$ cat src/rtl/axis_tpg_pkg.sv
// axis_tpg_pkg: shared types for the multi-channel AXIS test pattern generator.
// Imported by axis_tpg_pix and axis_tpg_mc.
package axis_tpg_pkg;

  localparam int BAR_COUNT = 8;

  typedef enum logic [3:0] {
    TPG_CHESS = 4'd0,
    TPG_XRAMP = 4'd1,
    TPG_YRAMP = 4'd2,
    TPG_XFC   = 4'd3,
    TPG_YFC   = 4'd4,
    TPG_ONES  = 4'd5,
    TPG_BARS  = 4'd6,
    TPG_FIXED = 4'd7,
    TPG_BOX   = 4'd8
  } tpg_mode_e;

  typedef enum logic [1:0] {
    ST_IDLE,
    ST_ACTIVE,
    ST_HBLANK,
    ST_VBLANK
  } tpg_state_e;

  typedef struct packed {
    logic [15:0] width;
    logic [15:0] height;
    logic [15:0] hblank;
    logic [15:0] vblank;
    tpg_mode_e   mode;
  } tpg_cfg_s;

endpackage

$ cat src/rtl/axis_tpg_pix.sv
// axis_tpg_pix: combinational single-lane pattern function.
// Lanes at or beyond the line width produce zero.
module axis_tpg_pix
  import axis_tpg_pkg::*;
#(
  parameter int DATA_WIDTH = 16,
  parameter int CHESS_WPOW = 4,
  parameter int CHESS_HPOW = 4
) (
  input  logic [16:0]           px,
  input  logic [15:0]           py,
  input  logic [15:0]           fc,
  input  logic [15:0]           bx,
  input  logic [15:0]           by,
  input  logic [15:0]           width,
  input  tpg_mode_e             mode,
  input  logic [DATA_WIDTH-1:0] color,
  output logic [DATA_WIDTH-1:0] pixel
);

  localparam int BAR_BITS = $clog2(BAR_COUNT);
  localparam logic [16:0] BOX_W = 17'(1) << CHESS_WPOW;
  localparam logic [16:0] BOX_H = 17'(1) << CHESS_HPOW;
  localparam logic [DATA_WIDTH-1:0] ONES = '1;

  logic [DATA_WIDTH-1:0] xv;
  logic [DATA_WIDTH-1:0] yv;
  logic [DATA_WIDTH-1:0] fv;
  logic [DATA_WIDTH-1:0] bar_v;
  logic [BAR_BITS-1:0]   bar;
  logic [16:0]           py_w;
  logic [16:0]           bx_w;
  logic [16:0]           by_w;
  logic                  in_box;

  always_comb begin
    xv     = DATA_WIDTH'(px[15:0]);
    yv     = DATA_WIDTH'(py);
    fv     = DATA_WIDTH'(fc);
    bar    = px[CHESS_WPOW +: BAR_BITS];
    bar_v  = DATA_WIDTH'(bar) << (DATA_WIDTH - BAR_BITS);
    py_w   = {1'b0, py};
    bx_w   = {1'b0, bx};
    by_w   = {1'b0, by};
    in_box = (px >= bx_w) && (px < bx_w + BOX_W) &&
             (py_w >= by_w) && (py_w < by_w + BOX_H);
    pixel  = '0;
    if (px < {1'b0, width}) begin
      case (mode)
        TPG_CHESS: pixel = (px[CHESS_WPOW] == py[CHESS_HPOW]) ? ONES : '0;
        TPG_XRAMP: pixel = xv;
        TPG_YRAMP: pixel = yv;
        TPG_XFC:   pixel = xv + fv;
        TPG_YFC:   pixel = yv + fv;
        TPG_ONES:  pixel = ONES;
        TPG_BARS:  pixel = bar_v;
        TPG_FIXED: pixel = color;
        TPG_BOX:   pixel = in_box ? color : '0;
        default:   pixel = '0;
      endcase
    end
  end

endmodule

$ cat src/rtl/axis_tpg_mc.sv
// axis_tpg_mc: AXI4-Stream multi-channel test pattern generator with blanking.
// Define AXIS_TPG_FRAME_TAG_EN to stamp frame_cnt into lane 0 of each tuser beat.
module axis_tpg_mc
  import axis_tpg_pkg::*;
#(
  parameter int DATA_WIDTH = 16,
  parameter int CHANNELS   = 1,
  parameter int CHESS_WPOW = 4,
  parameter int CHESS_HPOW = 4
) (
  input  logic                           m_axis_aclk,
  input  logic                           rst_n,
  input  logic                           enable,
  input  logic [15:0]                    ACTIVE_WIDTH,
  input  logic [15:0]                    ACTIVE_HEIGHT,
  input  logic [15:0]                    HBLANK,
  input  logic [15:0]                    VBLANK,
  input  logic [3:0]                     tpg_mode,
  input  logic [DATA_WIDTH-1:0]          fixed_color,
  output logic [DATA_WIDTH*CHANNELS-1:0] m_axis_tdata,
  output logic                           m_axis_tlast,
  output logic                           m_axis_tuser,
  output logic                           m_axis_tvalid,
  input  logic                           m_axis_tready,
  output logic [15:0]                    frame_cnt,
  output logic                           busy
);

  localparam logic [15:0] STEP  = 16'(CHANNELS);
  localparam logic [16:0] BOX_W = 17'(1) << CHESS_WPOW;
  localparam logic [16:0] BOX_H = 17'(1) << CHESS_HPOW;

  tpg_state_e                     state;
  tpg_cfg_s                       cfg_q;
  tpg_cfg_s                       cfg_in;
  logic [DATA_WIDTH-1:0]          color_q;
  logic [DATA_WIDTH-1:0]          color_sel;
  logic [15:0]                    width_sel;
  tpg_mode_e                      mode_sel;
  logic [15:0]                    x, y, bx, by, cnt;
  logic [15:0]                    x_nxt, y_nxt, bx_nxt, by_nxt, fc_nxt;
  logic [DATA_WIDTH*CHANNELS-1:0] lanes;
  logic [DATA_WIDTH*CHANNELS-1:0] data_nxt;
  logic hs, eol, eof, last_line, start_ok;
  logic restart, step, nline, load, tlast_nxt;

  assign cfg_in = '{
    width:  ACTIVE_WIDTH,
    height: ACTIVE_HEIGHT,
    hblank: HBLANK,
    vblank: VBLANK,
    mode:   tpg_mode_e'(tpg_mode)
  };

  // Everything below describes the beat that the next edge will present.
  always_comb begin
    hs        = m_axis_tvalid & m_axis_tready;
    eol       = hs & m_axis_tlast;
    last_line = (y == cfg_q.height - 16'd1);
    eof       = eol & last_line;
    start_ok  = enable & (|ACTIVE_WIDTH) & (|ACTIVE_HEIGHT);
    case (state)
      ST_IDLE:   restart = start_ok;
      ST_ACTIVE: restart = eof & (cfg_q.vblank == 16'd0) & start_ok;
      ST_VBLANK: restart = (cnt == 16'd1) & start_ok;
      default:   restart = 1'b0;
    endcase
    step  = hs & ~m_axis_tlast;
    nline = ((state == ST_ACTIVE) & eol & ~last_line &
             (cfg_q.hblank == 16'd0)) |
            ((state == ST_HBLANK) & (cnt == 16'd1));
    load  = restart | step | nline;

    fc_nxt = eof ? frame_cnt + 16'd1 : frame_cnt;
    bx_nxt = bx;
    by_nxt = by;
    if (eof) begin
      bx_nxt = ({1'b0, bx} + 17'd1 + BOX_W > {1'b0, cfg_q.width})
               ? 16'd0 : bx + 16'd1;
      by_nxt = ({1'b0, by} + 17'd1 + BOX_H > {1'b0, cfg_q.height})
               ? 16'd0 : by + 16'd1;
    end

    x_nxt = x;
    y_nxt = y;
    if (restart) begin
      x_nxt = '0;
      y_nxt = '0;
    end else if (step) begin
      x_nxt = x + STEP;
    end else if (eol) begin
      x_nxt = '0;
      y_nxt = last_line ? 16'd0 : y + 16'd1;
    end

    width_sel = restart ? ACTIVE_WIDTH : cfg_q.width;
    mode_sel  = restart ? cfg_in.mode : cfg_q.mode;
    color_sel = restart ? fixed_color : color_q;
    tlast_nxt = ({1'b0, x_nxt} + {1'b0, STEP}) >= {1'b0, width_sel};
  end

  for (genvar k = 0; k < CHANNELS; k++) begin : g_lane
    axis_tpg_pix #(
      .DATA_WIDTH(DATA_WIDTH),
      .CHESS_WPOW(CHESS_WPOW),
      .CHESS_HPOW(CHESS_HPOW)
    ) u_pix (
      .px    ({1'b0, x_nxt} + 17'(k)),
      .py    (y_nxt),
      .fc    (fc_nxt),
      .bx    (bx_nxt),
      .by    (by_nxt),
      .width (width_sel),
      .mode  (mode_sel),
      .color (color_sel),
      .pixel (lanes[k*DATA_WIDTH +: DATA_WIDTH])
    );
  end

  always_comb begin
    data_nxt = lanes;
`ifdef AXIS_TPG_FRAME_TAG_EN
    if (restart) data_nxt[DATA_WIDTH-1:0] = DATA_WIDTH'(fc_nxt);
`endif
  end

  always_ff @(posedge m_axis_aclk or negedge rst_n) begin
    if (!rst_n) begin
      state         <= ST_IDLE;
      cfg_q         <= '0;
      color_q       <= '0;
      x             <= '0;
      y             <= '0;
      bx            <= '0;
      by            <= '0;
      cnt           <= '0;
      frame_cnt     <= '0;
      busy          <= 1'b0;
      m_axis_tdata  <= '0;
      m_axis_tlast  <= 1'b0;
      m_axis_tuser  <= 1'b0;
      m_axis_tvalid <= 1'b0;
    end else begin
      x         <= x_nxt;
      y         <= y_nxt;
      bx        <= bx_nxt;
      by        <= by_nxt;
      frame_cnt <= fc_nxt;
      if (restart) begin
        cfg_q   <= cfg_in;
        color_q <= fixed_color;
      end
      if (load) begin
        m_axis_tvalid <= 1'b1;
        m_axis_tdata  <= data_nxt;
        m_axis_tlast  <= tlast_nxt;
        m_axis_tuser  <= restart;
      end else if (hs) begin
        m_axis_tvalid <= 1'b0;
      end
      case (state)
        ST_IDLE: begin
          if (restart) begin
            state <= ST_ACTIVE;
            busy  <= 1'b1;
          end
        end
        ST_ACTIVE: begin
          if (eof && cfg_q.vblank != 16'd0) begin
            state <= ST_VBLANK;
            cnt   <= cfg_q.vblank;
          end else if (eof && !restart) begin
            state <= ST_IDLE;
            busy  <= 1'b0;
          end else if (eol && !last_line && cfg_q.hblank != 16'd0) begin
            state <= ST_HBLANK;
            cnt   <= cfg_q.hblank;
          end
        end
        ST_HBLANK: begin
          if (cnt == 16'd1) state <= ST_ACTIVE;
          else cnt <= cnt - 16'd1;
        end
        ST_VBLANK: begin
          if (cnt == 16'd1) begin
            state <= restart ? ST_ACTIVE : ST_IDLE;
            busy  <= restart;
          end else begin
            cnt <= cnt - 16'd1;
          end
        end
        default: state <= ST_IDLE;
      endcase
    end
  end

endmodule

$ cat config.mk
export PLATFORM = sky130hd
export DESIGN_NAME = axis_tpg_mc
export DESIGN_NICKNAME = d
export VERILOG_FILES = /design/src/rtl/axis_tpg_pkg.sv /design/src/rtl/axis_tpg_pix.sv /design/src/rtl/axis_tpg_mc.sv
export SDC_FILE = /design/constraint.sdc
export NUM_CORES = 1
export LEC_CHECK = 0
export ABC_AREA = 1
export BUFFER_PORTS_ARGS = -buffer_cell sky130_fd_sc_hd__buf_2
export CORE_AREA = 2 2 311 221
export CTS_CLUSTER_DIAMETER = 200
export DETAILED_ROUTE_END_ITERATION = 6
export DIE_AREA = 0 0 313 223
export PLACE_DENSITY = 0.38
export SLEW_MARGIN = 20
export SYNTH_ARGS = -nofsm -noshare
export SYNTH_HDL_FRONTEND = slang
export SYNTH_SLANG_ARGS = --single-unit
$ cat constraint.sdc
create_clock -name m_axis_aclk -period 7.06 [get_ports m_axis_aclk]
set_input_delay 1.059 -clock m_axis_aclk [delete_from_list [all_inputs] [get_ports m_axis_aclk]]
set_output_delay 1.059 -clock m_axis_aclk [all_outputs]
set_load 0.01 [all_outputs]
==> results of run 1 <==
==> cells by family after synthesis <==
kind of cell,after synthesis,synth area share
simple gates,1228,0.326
buf+inv,391,0.0934
compound gates,293,0.0994
flops,202,0.305
fa+ha+maj,147,0.111
xor+xnor,123,0.0658
==> worst max-delay path: cells and delay by family, from the launching register on <==
kind                     cells  cell delay (ns)
adder cells (fa/ha/maj)      4             1.09
AO/OA/AOI/OAI                4             0.83
AND/OR/NAND/NOR             20             2.89
buffers and inverters        4             0.49
flip-flops                   1             0.48
XOR/XNOR                     2             0.40
==> cell type report <==
class,instances,area [um^2],share of cell area
Clock inverter,11,120,0.00622
Tap cell,902,1130,0.0584
Clock buffer,37,773,0.0400
Timing Repair Buffer,164,946,0.0490
Sequential cell,202,5060,0.262
Multi-Input combinational cell,1791,10000,0.518
Inverter,343,1290,0.0667
==> per-stage QoR <==
stage / util / hold slack [ns]
2_1_floorplan: - / 0.445
3_3_place_gp: 0.274 / 0.450
3_5_place_dp: 0.274 / 0.462
4_1_cts: 0.287 / 0.466
5_1_grt: 0.287 / 0.495
6_report: 0.287 / 0.463
==> flip-flops by register name (all words and copies together), names as in the netlist, 16 cells and up <==
name and flops:
x 16, bx 16, by 16, color_q 16, frame_cnt 16, cfg_q 68, y 16, cnt 16
m_axis_tdata 16
==> layer usage <==
metal,GRT usage,vias up
met5,0,-
met4,0.0336,0
met3,0.0217,61
met2,0.274,237
met1,0.258,7395
li1,-,7964
==> what timing repair did <==
action                     4_1_cts  5_1_grt
hold endpoints to repair         0        0
setup endpoints to repair        0       16
resized for setup                0        4
==> worst paths after layout <==
check,to,slack [ns],cells after the start
worst max register to register,m_axis_tdata[12],0.78,34
worst max-delay path,m_axis_tdata[12],0.78,34
min in group m_axis_aclk,m_axis_tuser,0.47,2
worst min-delay path,color_q[11],0.46,1
worst min register to register,m_axis_tuser,0.47,2
max in group asynchronous,bx[11],5.27,2
==> cell usage in the layout (no fill, tap or decap), types with 8 or more instances in the layout <==
cell       count
dfrtp_1      201
inv_1        322
o21ai_0      121
buf_2        122
buf_4         40
o211ai_1      14
nor2_4        11
nand4_1       38
or2_2          8
o21ai_1        8
nand3b_1      11
nor2_1       226
nand2_2       22
nor4_1        24
xor2_1       100
inv_2         19
nand3_1      122
nand2_1      679
a21oi_1       96
clkbuf_16     27
nor3_1        45
ha_1         146
a31oi_1       13
xnor2_1       21
nor2_2        10
==> power groups by stage <==
stage                     clock network [mW]  logic (mW)  registers [mW]
after floorplan                            0        1.89            1.71
after global placement                     0        2.85            1.77
after detailed placement                   0        2.86            1.78
after CTS                               1.46        2.87            1.76
after global routing                    1.50        3.23            1.80
final                                   1.41        2.84            1.76
==> results_dict.tcl, run 1 <==
set metrics [dict create \
    p_sw_mw 2.80 \
    instances_no_fill 3450 \
    cts_tree "built" \
    period_share 0.890 \
    nets 2763 \
    met2_length_mm 26.6 \
    drtIter0Drc 977 \
    ctsLongestPathBuffers 3 \
    start_kind "flip-flop" \
    sequentialPowerShare 0.292 \
    cpPeakStageDelay_ns 0.48 \
    power_leakage_nw 9.95 \
    wl_per_cell_um 17.7 \
    wl_met1_mm 30.9 \
    clock-sinks 202 \
    pin_count 124 \
    synthTopCellsByArea "dfrtp_1, nand2_1, ha_1, inv_1, xor2_1" \
    antenna_found_initial 1 \
    nFillCells 7402 \
    synth_edf_count 0 \
    core.rowCount 80 \
    drc 0 \
    grt.overflow.total 0 \
    antennaDiodeCount 0 \
    outcome "finished clean" \
    gp_congestion 0.881 \
    netlist_area_um2 16600 \
    cpMostUsedCell "nand2_1" \
    p_per_area_nw_per_um2 311 \
    cts_buffers 26 \
    start_util 0.247 \
    synthCells 2384 \
    vias_per_cell 4.54 \
    fin_ws_ns 0.778 \
    slew_headroom 0.213 \
    synth_top_area_frac 0.305 \
    required_ns 7.56 \
    placed_area_um2 18400 \
    crit_type "flip-flop to flip-flop" \
    area_growth_pct 16.3 \
    cts_hold_buffers 0 \
    crit_start "by[0]" \
    place.port_buffers 123 \
    die_x_um 313 \
    ys_ff_latch 202 \
    seq_area_frac_synth 0.305 \
    clock_skew_ns 0.0231 \
    rsz0062_at_grt "no" \
    sw_frac_of_total 0.465 \
    cp_max_fo 16 \
    power.internal_mw 3.22 \
    synthTopCellsByCount "nand2_1, inv_1, nor2_1" \
    grt_pass1_wl_mm 94.8 \
    grtUsageTotal 0.175 \
    maxCapViolCount 0 \
    num_vias 15700 \
    combinationalPowerShare 0.472 \
    dpl.hpwl_mm 49.4 \
    tns_ns 0 \
    grt_max_degree 133 \
    ys.warnings.count 0 \
    slowest_stage "dfrtp_2" \
    place_ws_ns 0.431 \
    cts_max_level 1 \
    clk_latency_ns 0.57 \
    synthFlopType "dfrtp_1" \
    synth_top_area_cell "dfrtp_1" \
    worst_pin_slew_ns 1.17 \
    reg2reg_from "by[0]" \
    antenna_left 0 \
    synth.avg_cell_area_um2 6.96 \
    placed_cells_incl_taps 3402 \
    drv_slew 0 \
    period_needed_ns 6.28 \
    wirelength_mm 61.1 \
    wl_met3_mm 2.37 \
    grt_pass1_vias 15800 \
    first_pass_iters 5 \
    ys_types 65 \
    die_area_um2 69800 \
    finalPower_mw 6.01 \
    drive_gt1_frac 0.122 \
    hp-class "input port to asynchronous set/reset pin" \
    worstPathArrival_ns 6.78 \
    async_flop_share 1.00 \
    clockRootBuffer "clkbuf_16" \
    top_layer "met4" \
    setup_viol 0 \
    fmax_mhz 159 \
    fp.dieH_um 223 \
    hold_violations 0 \
    clockPowerShare 0.235 \
    path_clk_slew_ns 0.06 \
    cts_setup_buffers 0 \
    critPathCaptureType "flip-flop" \
    core_um2 67200 \
    peakVddDrop_v 0.000165 \
    design_area_um2 19300 \
    synth_nets 2619 \
    yosysMostFrequentCell "nand2_1" \
]
(Power assumes the default switching activity.)
==> run 2, diff against run 1 <==
--- a/config.mk
+++ b/config.mk
@@ -11,7 +11,7 @@
 export CTS_CLUSTER_DIAMETER = 200
 export DETAILED_ROUTE_END_ITERATION = 6
 export DIE_AREA = 0 0 313 223
-export PLACE_DENSITY = 0.38
+export PLACE_DENSITY = 0.39
 export SLEW_MARGIN = 20
 export SYNTH_ARGS = -nofsm -noshare
 export SYNTH_HDL_FRONTEND = slang
==> constraint.sdc (replaced) <==
create_clock -name m_axis_aclk -period 5.05 [get_ports m_axis_aclk]
set_input_delay 0.7575 -clock m_axis_aclk [delete_from_list [all_inputs] [get_ports m_axis_aclk]]
set_output_delay 0.7575 -clock m_axis_aclk [all_outputs]
set_load 0.01 [all_outputs]
==> run 2 against run 1 <==
Core utilization rose by 3.8 points. Largest cell class unchanged. Clock power rose by 38%. Non-clock buffer count rose by 242. Largest power group unchanged. Register-to-register slack got worse by 0.78 ns. Via count rose by 4.9%. Die area did not move.
==> results_dict.tcl, run 2 (synthesis results as in run 1) <==
set metrics [dict create \
    cpPeakStageDelay_ns 0.41 \
    antenna_left 0 \
    cts_tree "built" \
    slowest_stage "dfrtp_1" \
    drc 0 \
    fp.dieH_um 223 \
    pin_count 124 \
    place.port_buffers 123 \
    clock_skew_ns 0.0187 \
    grt_max_degree 118 \
    fmax_mhz 198 \
    start_util 0.247 \
    ctsLongestPathBuffers 3 \
    hold_violations 0 \
    critPathCaptureType "flip-flop" \
    cp_max_fo 8 \
    area_growth_pct 31.7 \
    grt.overflow.total 0 \
    gp_congestion 0.858 \
    largest_register_ffs 68 \
    p_sw_mw 4.01 \
    sequentialPowerShare 0.275 \
    nets 3005 \
    sw_frac_of_total 0.453 \
    die_x_um 313 \
    wirelength_mm 62.7 \
    cts_max_level 1 \
    clk_latency_ns 0.56 \
    power_leakage_nw 11.3 \
    clockPowerShare 0.220 \
    rsz0062_at_grt "yes" \
    maxCapViolCount 0 \
    clock-sinks 202 \
    cts_buffers 25 \
    period_share 1.00 \
    cts_hold_buffers 0 \
    hold_ws_ns 0.0621 \
    die_area_um2 69800 \
    start_kind "flip-flop" \
    dpl.hpwl_mm 51.1 \
    first_pass_iters 5 \
    drive_gt1_frac 0.240 \
    worst_pin_slew_ns 0.781 \
    antennaDiodeCount 0 \
    peakVddDrop_v 0.000244 \
    final_common_cell "nand2_1" \
    grt_pass1_vias 16400 \
    p_per_area_nw_per_um2 405 \
    path_clk_slew_ns 0.07 \
    final_util 0.325 \
    drtIter0Drc 1002 \
    drv_slew 0 \
    crit_type "flip-flop to flip-flop" \
    grt_pass1_wl_mm 96.5 \
    largest_register "cfg_q" \
    tns_ns 0 \
    worstPathArrival_ns 5.49 \
    core.rowCount 80 \
    final_cell_mix "nand2_1, inv_1, buf_4, nor2_1, dfrtp_1" \
    slew_headroom 0.479 \
    cpMostUsedCell "nand2_2" \
    antenna_found_initial 0 \
    period_needed_ns 5.05 \
    combinationalPowerShare 0.505 \
    vias_per_cell 4.45 \
    setup_viol 0 \
    hp-class "input port to asynchronous set/reset pin" \
    num_vias 16400 \
    power.internal_mw 4.85 \
    outcome "finished clean" \
    wl_per_cell_um 17.0 \
    required_ns 5.49 \
    clockRootBuffer "clkbuf_16" \
    grtUsageTotal 0.178 \
    rrSetupSlack_ns 0.001 \
    core_um2 67200 \
]
-- run 2: critical path, delay by kind of cell, from the launching register on --
| kind | cells | cell delay (ns) |
|---|---|---|
| buf+inv | 2 | 0.11 |
| flops | 1 | 0.41 |
| xor+xnor | 2 | 0.39 |
| fa+ha+maj | 3 | 0.76 |
| compound gates | 6 | 1.19 |
| simple gates | 22 | 2.04 |
-- run 2: final cells by class --
class                           instances  area (um^2)
Multi-Input combinational cell       1792        10600
Inverter                              343         1300
Fill cell                            7238        45300
Clock inverter                         17          210
Tap cell                              902         1130
Clock buffer                           29          651
Timing Repair Buffer                  406         2880
Sequential cell                       202         5060
-- run 2: final timing paths --
check                                  from  depth (start not counted)               end
min in group m_axis_aclk          VBLANK[2]                          3          cfg_q[6]
max                                   by[0]                         35   m_axis_tdata[8]
max reg2reg                           by[0]                         35   m_axis_tdata[8]
min                                   rst_n                          1         cfg_q[50]
max in group asynchronous             rst_n                          2             bx[7]
min reg2reg                m_axis_tdata[14]                          2  m_axis_tdata[14]
-- run 2: what timing repair did --
action,in CTS,in global routing
gates cloned,1,0
pin swaps,45,53
gates resized for setup,82,83
buffers inserted,12,10
endpoints found under the setup margin,16,17
-- run 2: routing by layer --
layer / global-route usage / wire length [um] / vias up
met5: 0 / 0 / -
met4: 0.0287 / 935 / 0
met3: 0.0272 / 2640 / 52
met2: 0.278 / 27200 / 238
met1: 0.263 / 31900 / 7668
li1: - / - / 8464
-- run 2: per-stage QoR --
| stage | power [mW] | worst slack (ns) | instances | cell area (um^2) |
|---|---|---|---|---|
| global placement | 6.72 | -0.482 | 3621 | 20100 |
| CTS | 8.86 | -0.137 | 3680 | 21400 |
| global route | 9.62 | -0.395 | 3691 | 21900 |
| finish | 8.86 | 0.00114 | 3691 | 21900 |
| floorplan | 5.04 | 0.0169 | 2384 | 16600 |
| detailed placement | 6.75 | -0.508 | 3621 | 20100 |
-- run 2: power by group through the flow --
stage          combinational, mW  clock (mW)  sequential, mW
6_report                    4.47        1.95            2.44
5_1_grt                     5.04        2.07            2.51
3_3_place_gp                4.26           0            2.46
2_1_floorplan               2.65           0            2.39
4_1_cts                     4.41        2.00            2.44
3_5_place_dp                4.28           0            2.47
